===== src/rtl/cbi980_axil_regs.sv =====
// rtl/cbi980_axil_regs.sv - AXI4-Lite register front-end for the CBI980 I2S core
// CFG bank, back-pressured TX sample push and sticky event flags with interrupt.
module cbi980_axil_regs #(
  parameter int DATA_W = 32,
  parameter int ADDR_W = 8,
  parameter int NREG   = 4
) (
  input  logic                   aclk,
  input  logic                   arst,
  input  logic [ADDR_W-1:0]      awaddr,
  input  logic [2:0]             awprot,
  input  logic                   awvalid,
  output logic                   awready,
  input  logic [DATA_W-1:0]      wdata,
  input  logic [DATA_W/8-1:0]    wstrb,
  input  logic                   wvalid,
  output logic                   wready,
  output logic [1:0]             bresp,
  output logic                   bvalid,
  input  logic                   bready,
  input  logic [ADDR_W-1:0]      araddr,
  input  logic [2:0]             arprot,
  input  logic                   arvalid,
  output logic                   arready,
  output logic [DATA_W-1:0]      rdata,
  output logic [1:0]             rresp,
  output logic                   rvalid,
  input  logic                   rready,
  output logic [NREG*DATA_W-1:0] cfg_o,
  output logic [DATA_W-1:0]      tx_data,
  output logic                   tx_valid,
  input  logic                   tx_ready,
  input  logic [DATA_W-1:0]      evt_i,
  output logic                   irq
);

  localparam int STRB_W = DATA_W / 8;
  localparam int LSB    = $clog2(STRB_W);
  localparam int IDX_W  = ADDR_W - LSB;
  localparam logic [IDX_W-1:0] TX_IDX  = IDX_W'(NREG);
  localparam logic [IDX_W-1:0] EVT_IDX = IDX_W'(NREG + 1);
  localparam logic [1:0] RESP_OKAY   = 2'b00;
  localparam logic [1:0] RESP_SLVERR = 2'b10;

  typedef enum logic [1:0] {W_IDLE, W_EXEC, W_PUSH, W_RESP} wstate_t;
  typedef enum logic {R_IDLE, R_DATA} rstate_t;

  wstate_t           wstate_q, wstate_d;
  rstate_t           rstate_q, rstate_d;
  logic              live_q, live_d;
  logic              aw_held_q, aw_held_d;
  logic              w_held_q, w_held_d;
  logic [IDX_W-1:0]  aw_idx_q, aw_idx_d;
  logic [DATA_W-1:0] wdata_q, wdata_d;
  logic [STRB_W-1:0] wstrb_q, wstrb_d;
  logic [1:0]        bresp_q, bresp_d;
  logic [DATA_W-1:0] tx_data_q, tx_data_d;
  logic [DATA_W-1:0] cfg_q [NREG];
  logic [DATA_W-1:0] cfg_d [NREG];
  logic [DATA_W-1:0] evt_q, evt_d;
  logic              irq_q, irq_d;
  logic [DATA_W-1:0] rdata_q, rdata_d;
  logic [1:0]        rresp_q, rresp_d;

  logic              aw_hs, w_hs, ar_hs;
  logic [DATA_W-1:0] strb_mask;
  logic [DATA_W-1:0] clr_mask;
  logic [IDX_W-1:0]  ar_idx;
  logic              unused_ok;

  assign unused_ok = ^{awprot, arprot, awaddr[LSB-1:0], araddr[LSB-1:0]};
  assign ar_idx    = araddr[ADDR_W-1:LSB];

  always_comb begin
    strb_mask = '0;
    for (int b = 0; b < STRB_W; b++) begin
      strb_mask[b*8 +: 8] = {8{wstrb_q[b]}};
    end
  end

  // Write channel: AW and W are captured independently, then executed as one access.
  always_comb begin
    wstate_d  = wstate_q;
    aw_held_d = aw_held_q;
    w_held_d  = w_held_q;
    aw_idx_d  = aw_idx_q;
    wdata_d   = wdata_q;
    wstrb_d   = wstrb_q;
    bresp_d   = bresp_q;
    tx_data_d = tx_data_q;
    clr_mask  = '0;
    awready   = 1'b0;
    wready    = 1'b0;
    aw_hs     = 1'b0;
    w_hs      = 1'b0;
    for (int k = 0; k < NREG; k++) begin
      cfg_d[k] = cfg_q[k];
    end

    unique case (wstate_q)
      W_IDLE: begin
        awready = live_q & ~aw_held_q;
        wready  = live_q & ~w_held_q;
        aw_hs   = awvalid & awready;
        w_hs    = wvalid & wready;
        if (aw_hs) begin
          aw_idx_d  = awaddr[ADDR_W-1:LSB];
          aw_held_d = 1'b1;
        end
        if (w_hs) begin
          wdata_d  = wdata;
          wstrb_d  = wstrb;
          w_held_d = 1'b1;
        end
        if ((aw_held_q | aw_hs) & (w_held_q | w_hs)) begin
          wstate_d = W_EXEC;
        end
      end
      W_EXEC: begin
        bresp_d  = RESP_OKAY;
        wstate_d = W_RESP;
        if (aw_idx_q < TX_IDX) begin
          for (int k = 0; k < NREG; k++) begin
            if (aw_idx_q == IDX_W'(k)) begin
              cfg_d[k] = (cfg_q[k] & ~strb_mask) | (wdata_q & strb_mask);
            end
          end
        end else if (aw_idx_q == TX_IDX) begin
          // A partial sample would be meaningless to the serialiser, so reject it.
          if (&wstrb_q) begin
            tx_data_d = wdata_q;
            wstate_d  = W_PUSH;
          end else begin
            bresp_d = RESP_SLVERR;
          end
        end else if (aw_idx_q == EVT_IDX) begin
          clr_mask = wdata_q & strb_mask;
        end else begin
          bresp_d = RESP_SLVERR;
        end
      end
      W_PUSH: begin
        if (tx_ready) begin
          wstate_d = W_RESP;
        end
      end
      W_RESP: begin
        if (bready) begin
          aw_held_d = 1'b0;
          w_held_d  = 1'b0;
          wstate_d  = W_IDLE;
        end
      end
      default: wstate_d = W_IDLE;
    endcase
  end

  // New pulses are OR-ed in after the clear so a coincident set wins.
  always_comb begin
    evt_d = (evt_q & ~clr_mask) | evt_i;
    irq_d = |evt_d;
  end

  always_comb begin
    rstate_d = rstate_q;
    rdata_d  = rdata_q;
    rresp_d  = rresp_q;
    arready  = 1'b0;
    ar_hs    = 1'b0;

    unique case (rstate_q)
      R_IDLE: begin
        arready = live_q;
        ar_hs   = arvalid & live_q;
        if (ar_hs) begin
          rstate_d = R_DATA;
          rresp_d  = RESP_OKAY;
          rdata_d  = '0;
          if (ar_idx < TX_IDX) begin
            for (int k = 0; k < NREG; k++) begin
              if (ar_idx == IDX_W'(k)) begin
                rdata_d = cfg_q[k];
              end
            end
          end else if (ar_idx == TX_IDX) begin
            rdata_d = '0;
          end else if (ar_idx == EVT_IDX) begin
            rdata_d = evt_q;
          end else begin
            rresp_d = RESP_SLVERR;
          end
        end
      end
      R_DATA: begin
        if (rready) begin
          rstate_d = R_IDLE;
        end
      end
      default: rstate_d = R_IDLE;
    endcase
  end

  assign live_d = 1'b1;

  always_ff @(posedge aclk or posedge arst) begin
    if (arst) begin
      wstate_q  <= W_IDLE;
      rstate_q  <= R_IDLE;
      live_q    <= 1'b0;
      aw_held_q <= 1'b0;
      w_held_q  <= 1'b0;
      aw_idx_q  <= '0;
      wdata_q   <= '0;
      wstrb_q   <= '0;
      bresp_q   <= RESP_OKAY;
      tx_data_q <= '0;
      evt_q     <= '0;
      irq_q     <= 1'b0;
      rdata_q   <= '0;
      rresp_q   <= RESP_OKAY;
      for (int k = 0; k < NREG; k++) begin
        cfg_q[k] <= '0;
      end
    end else begin
      wstate_q  <= wstate_d;
      rstate_q  <= rstate_d;
      live_q    <= live_d;
      aw_held_q <= aw_held_d;
      w_held_q  <= w_held_d;
      aw_idx_q  <= aw_idx_d;
      wdata_q   <= wdata_d;
      wstrb_q   <= wstrb_d;
      bresp_q   <= bresp_d;
      tx_data_q <= tx_data_d;
      evt_q     <= evt_d;
      irq_q     <= irq_d;
      rdata_q   <= rdata_d;
      rresp_q   <= rresp_d;
      for (int k = 0; k < NREG; k++) begin
        cfg_q[k] <= cfg_d[k];
      end
    end
  end

  for (genvar k = 0; k < NREG; k++) begin : g_cfg_o
    assign cfg_o[k*DATA_W +: DATA_W] = cfg_q[k];
  end

  assign bvalid   = (wstate_q == W_RESP);
  assign bresp    = bresp_q;
  assign tx_valid = (wstate_q == W_PUSH);
  assign tx_data  = tx_data_q;
  assign rvalid   = (rstate_q == R_DATA);
  assign rdata    = rdata_q;
  assign rresp    = rresp_q;
  assign irq      = irq_q;

endmodule


===== config.mk =====
export PLATFORM = sky130hd
export DESIGN_NAME = cbi980_axil_regs
export DESIGN_NICKNAME = d
export VERILOG_FILES = /design/src/rtl/cbi980_axil_regs.sv
export SDC_FILE = /design/constraint.sdc
export NUM_CORES = 1
export LEC_CHECK = 0
export CORE_UTILIZATION = 49
export DETAILED_ROUTE_END_ITERATION = 16
export PLACE_DENSITY = 0.92
export SKIP_CTS_REPAIR_TIMING = 1
export SKIP_LAST_GASP = 1
export SYNTH_ARGS = -nofsm -noshare
export SYNTH_HDL_FRONTEND = slang
export SYNTH_SLANG_ARGS = --single-unit

===== constraint.sdc =====
create_clock -name aclk -period 11.26 [get_ports aclk]
set_input_delay 2.252 -clock aclk [delete_from_list [all_inputs] [get_ports aclk]]
set_output_delay 2.252 -clock aclk [all_outputs]
set_load 0.05 [all_outputs]

Yosys cells after proc, flatten, opt, wreduce, memory -nomap -nowiden
Cells that the tools add are included.
{"block": "classes", "add_sub_neg": 0, "multipliers": 0, "div_mod_pow": 0, "magnitude_cmp": 2, "n_eq_ne": 18, "shift": 0, "mux": 36, "n_bitwise": 25, "reduce_logical": 17}
{"cell": "32-bit two-way mux", "count": 11}
{"cell": "32-bit bitwise AND", "count": 6}
{"cell": "32-bit OR", "count": 5}
{"cell": "32-bit NOT", "count": 2}
{"cell": "32-bit OR reduction", "count": 1}
{"cell": "6-bit by 2-bit == test with 1-bit output (second input constant)", "count": 4}
{"cell": "6-bit by 3-bit == test with 1-bit output (second input constant)", "count": 4}
{"cell": "3-bit AND reduction", "count": 7}
{"cell": "2-bit two-way mux", "count": 10}
{"cell": "6-bit by 1-bit == test with 1-bit output (second input constant)", "count": 2}
{"cell": "6-bit zero test", "count": 2}
{"cell": "6-bit by 3-bit < comparator with 1-bit output (second input constant)", "count": 2}
{"cell": "1-bit two-way mux", "count": 11}
{"cell": "2-bit one-hot mux with 4 select lines", "count": 1}
{"cell": "7-bit AND reduction", "count": 1}
{"cell": "1-bit bitwise AND", "count": 6}
{"cell": "2-bit inequality test (second input constant)", "count": 3}
{"cell": "1-bit one-hot mux with 2 select lines", "count": 3}
{"cell": "2-bit AND reduction", "count": 3}
{"cell": "2-bit == test (second input constant)", "count": 2}
{"cell": "2-bit by 1-bit inequality test with 1-bit output (second input constant)", "count": 2}
{"cell": "1-bit NOT", "count": 4}
{"cell": "4-bit AND reduction", "count": 1}
{"cell": "2-bit by 1-bit == test with 1-bit output (second input constant)", "count": 1}
{"cell": "3 further kinds", "count": 4}
{"block": "word_totals", "ff_bits": 277, "latch_bits": 0, "ramBits": 0, "romBits": 0, "in_bits": 98, "out_inout_bits": 203, "word_cells": 116, "mem_count": 0}

Depth between registers and ports, before layout
{"block": "logic_depth", "word_depth": 9, "mapped_depth": 8, "depth_no_buf": 7}

Least setup slack after synthesis
No wires, ideal clock.
{"block": "synth_path", "path_kind": "input to register", "start": "input araddr[2]", "end": "register rdata_q[19] (netlist: rdata[19])", "setup_ns": 0.135, "arrival_time_ns": 3.569, "t_required_ns": 11.125, "setup_slack_ns": 7.557, "path_stages": 5, "n_path_buf": 2, "cell_sequence": "buf_2 buf_1 mux4_2 a22oi_1 o21ai_0"}
{"block": "synth_via", "elab_chain_len": 6, "word_cells_on_any_way": 14, "cone_classes": "1 x order compare; 5 x eq/ne; 7 x mux; 1 x reduce/logical"}
{"element": "start: declaration", "line_no": "21", "rtl": "input logic [ADDR_W-1:0] araddr,"}
{"element": "6-bit zero test", "line_no": "181", "rtl": "if (ar_idx == IDX_W'(k)) begin"}
{"element": "32-bit two-way mux (4 in a row)", "line_no": "181"}
{"element": "32-bit two-way mux *", "line_no": "179", "rtl": "if (ar_idx < TX_IDX) begin"}
{"element": "end signal: assignment", "line_no": "237", "rtl": "rdata_q <= rdata_d;"}
{"element": "end: declaration", "line_no": "62", "rtl": "logic [DATA_W-1:0] rdata_q, rdata_d;"}
Every way passes the cells marked *; elsewhere a longest branch is shown, timed or not.
A chain may end at the register's enable or synchronous reset.

Worst setup path in the final report
{"block": "layout_path", "start": "register wstate_q[0]", "end": "output wready"}
{"block": "layout_via", "elab_chain_len": 2}
{"element": "start: declaration", "line_no": "48", "rtl": "wstate_t wstate_q, wstate_d;"}
{"element": "start signal: assignment", "line_no": "225", "rtl": "wstate_q <= wstate_d;"}
{"element": "2-bit zero test", "line_no": "100", "rtl": "unique case (wstate_q)"}
{"element": "1-bit two-way mux", "line_no": "100"}
{"element": "end: declaration", "line_no": "17", "rtl": "output logic wready,"}
No other way between the ends.

==> results_dict.tcl <==
set metrics [dict create \
    status "finished, final reports clean" \
    end_kind "output port" \
    io_pins 301 \
    ys_warn_count 0 \
    wl_met2_mm 17.0 \
    p_switching_w 0.00171 \
    met1_length_mm 13.7 \
    ff2ff_setup_slack_ns 8.18 \
    drc_errors 0 \
    crit_chain "inv_1, ha_1, nand2_1, nor2_1, clkdlybuf4s50_1" \
    synth_top_cells_by_count "275 x dfrtp_1, 197 x mux2_2, 50 x nand2_1" \
    die_w_um 157 \
    synth_area_leaders "dfrtp_1 59%, mux2_2 19%, mux4_2 5.4%, a41oi_1 2.4%, a22oi_1 2.0%" \
    reg2regPathDepth 7 \
    core-area_sq_um 23500 \
    async_reset_ff_share_pct 100 \
    seq_area_frac_synth_pct 58.7 \
    fill_cells 1600 \
    antenna_found_initial 1 \
    finish.utilization_pct 67.4 \
    worstSkewPairLatency_ns 0.54 \
    gr-total-overflow 0 \
    drive_gt1_share_pct 25.7 \
    p_comb_share_pct 40.0 \
    cap_violations 0 \
    start_kind "register" \
    worst_pin_slew_ns 1.13 \
    internal_power_w 0.00245 \
    hold_class "register to register" \
    via_per_inst 5.73 \
    fin_nets 1236 \
    postSynthAreaPerCell_sq_um 13.9 \
    finalSetupTns_ns 0 \
    crit_buf_inv 2 \
    period_needed_ns 4.67 \
    wl_per_cell_um 23.2 \
    cp_slowest_cell "clkdlybuf4s50_1" \
    wl_mm 34.1 \
    grt_pass1_vias 8927 \
    seq_power_share_pct 37.7 \
    dr.pass1.iters 5 \
    portBuffers 288 \
    relSlewSlack_pct 24.3 \
    rsz0062_at_grt "no" \
    yosysTopAreaCell "dfrtp_1" \
    ys.flop_type "dfrtp_1" \
    cts_tree "built" \
    grt_pass1_wl_mm 52.0 \
    die-area_sq_um 24600 \
    die_h_um 157 \
    hold_depth 2 \
    powerDensity_nw_per_um2 263 \
    hold_violations 0 \
    cts.path.max_buffers 3 \
    arrival_ns 2.41 \
    ir_drop_uv 168 \
    path_class "register to output port" \
    cp_top_family "buffers and inverters" \
    initial_core_util_pct 50.0 \
    p_sw_share_pct 41.0 \
    clockRootBuffer "clkbuf_16" \
    synth_top_area_share_pct 58.7 \
    finalCritPeriodShare_pct 41.4 \
    total_leakage_power_nw 6.94 \
    setup_viol 0 \
    synthCells 845 \
    path_clk_slew_ns 0.06 \
    fmax_mhz 214 \
    vias 8427 \
    cp_slowest_stage_delay_ns 0.84 \
    antenna_left 0 \
    routed.top_layer "met4" \
    drtIter0Drc 542 \
    finClkSkew_ns 0.0122 \
    synth_most_common_cell "dfrtp_1" \
    p_clk_share_pct 22.2 \
    syn_area_sq_um 11700 \
    slew_viol_final 0 \
    reg2reg_from "wstate_q[1]$_DFFE_PP0P_" \
    cts_buffers 29 \
    ys_ff_latch 275 \
    worstPathMaxFanout 5 \
    reg2reg_to "irq$_DFF_PP0_" \
    cts_htree_levels 1 \
    grt_max_degree 142 \
    synth_cell_types 40 \
    syn_to_final_growth_pct 35.0 \
    hold_end "rdata[30]$_DFFE_PP0P_" \
    crit_required_ns 9.01 \
    synth_edf_count 0 \
    place.gp.congestion 0.825 \
    min_from "rdata[30]$_DFFE_PP0P_" \
    met3WireLength_mm 2.49 \
    gr-usage-all-layers_pct 28.1 \
    dp.final_hpwl_mm 22.8 \
    clock_sinks 275 \
    rows 56 \
]
power groups by stage:
stage                     registers, W  logic (W)  clock network [W]
after floorplan                0.00214   0.000473                  0
after global placement         0.00156    0.00163                  0
after detailed placement       0.00158    0.00166                  0
after CTS                      0.00156    0.00167           0.000936
after global routing           0.00161    0.00173           0.000975
final                          0.00157    0.00166           0.000924
kinds of logic (layout without fill, tap and decap cells):
logic type | after synthesis | count (layout) | share of synthesized area [%]
AO/OA/AOI/OAI | 115 | 115 | 6.84
AND/OR/NAND/NOR | 132 | 132 | 5.76
buffers and inverters | 81 | 386 | 2.85
flip-flops | 275 | 275 | 58.7
adder cells (fa/ha/maj) | 5 | 5 | 0.534
other | 2 | 4 | 0.0641
multiplexers | 235 | 235 | 25.3
layout make-up:
type	count	area (sq um)	share of cell area [%]
Antenna cell	1	2.50	0.0158
Clock buffer	44	852	5.38
Clock inverter	5	56.3	0.356
Inverter	41	161	1.02
Multi-Input combinational cell	490	4530	28.6
Sequential cell	275	6880	43.5
Tap cell	319	399	2.52
Timing Repair Buffer	296	2950	18.6
worst reg2reg max path, stage by stage, from the launching register on:
cell     delay (ns)
dfrtp_1        0.42
inv_1          0.13
ha_1           0.34
nor4b_4        0.63
a41oi_1        0.34
nor4_1         0.58
nand4_1        0.25
or2_1          0.26
layout by cell type, fill, tap and decap left out, drive strengths merged, types with 2 or more instances in the layout:
cell type	Yosys	layout
clkdlybuf4s50	0	286
dfrtp	275	275
mux2	207	207
nand2	58	58
clkbuf	24	44
inv	41	42
nor2	41	41
o21ai	36	36
a22oi	32	32
a41oi	32	32
mux4	28	28
buf	16	10
nor4	9	9
a21oi	7	7
and4b	5	5
ha	5	5
a221oi	4	4
conb	2	3
nand2b	3	3
nor3	3	3
or2	2	2
nor4b	2	2
nand4	2	2
nand3	2	2
clkinv	0	2
nor3b	2	2
per-layer routing:
| layer | track usage [%] | vias to the layer above |
|---|---|---|
| li1 | - | 3681 |
| met1 | 36.5 | 4312 |
| met2 | 46.9 | 368 |
| met3 | 6.23 | 66 |
| met4 | 9.20 | 0 |
| met5 | 0 | - |
how the worst max path moves through the flow:
stage / from / to / slack (ns) / cells past startpoint
final: wstate_q[0]$_DFFE_PP0P_ / wready / 6.59 / 5
after global routing: wstate_q[0]$_DFFE_PP0P_ / wready / 6.44 / 5
after CTS: wstate_q[0]$_DFFE_PP0P_ / wready / 6.57 / 5
after detailed placement: araddr[7] / rdata[9]$_DFFE_PP0P_ / 6.29 / 6
after global placement: araddr[7] / rdata[25]$_DFFE_PP0P_ / 6.35 / 6
after floorplan: arst / asynchronous set/reset pin / 1.43 / 1
through the flow:
stage / cell area (sq um) / setup WS (ns) / power, W / hold WS (ns) / cells
2_1_floorplan: 11700 / 1.43 / 0.00261 / 0.535 / 846
3_3_place_gp: 14900 / 6.35 / 0.00318 / 0.461 / 1421
3_5_place_dp: 14900 / 6.29 / 0.00324 / 0.474 / 1421
4_1_cts: 15800 / 6.57 / 0.00417 / 0.486 / 1470
5_1_grt: 15800 / 6.44 / 0.00431 / 0.493 / 1471
6_report: 15800 / 6.59 / 0.00416 / 0.483 / 1471
No activity file was read; power rests on OpenSTA's default activity.
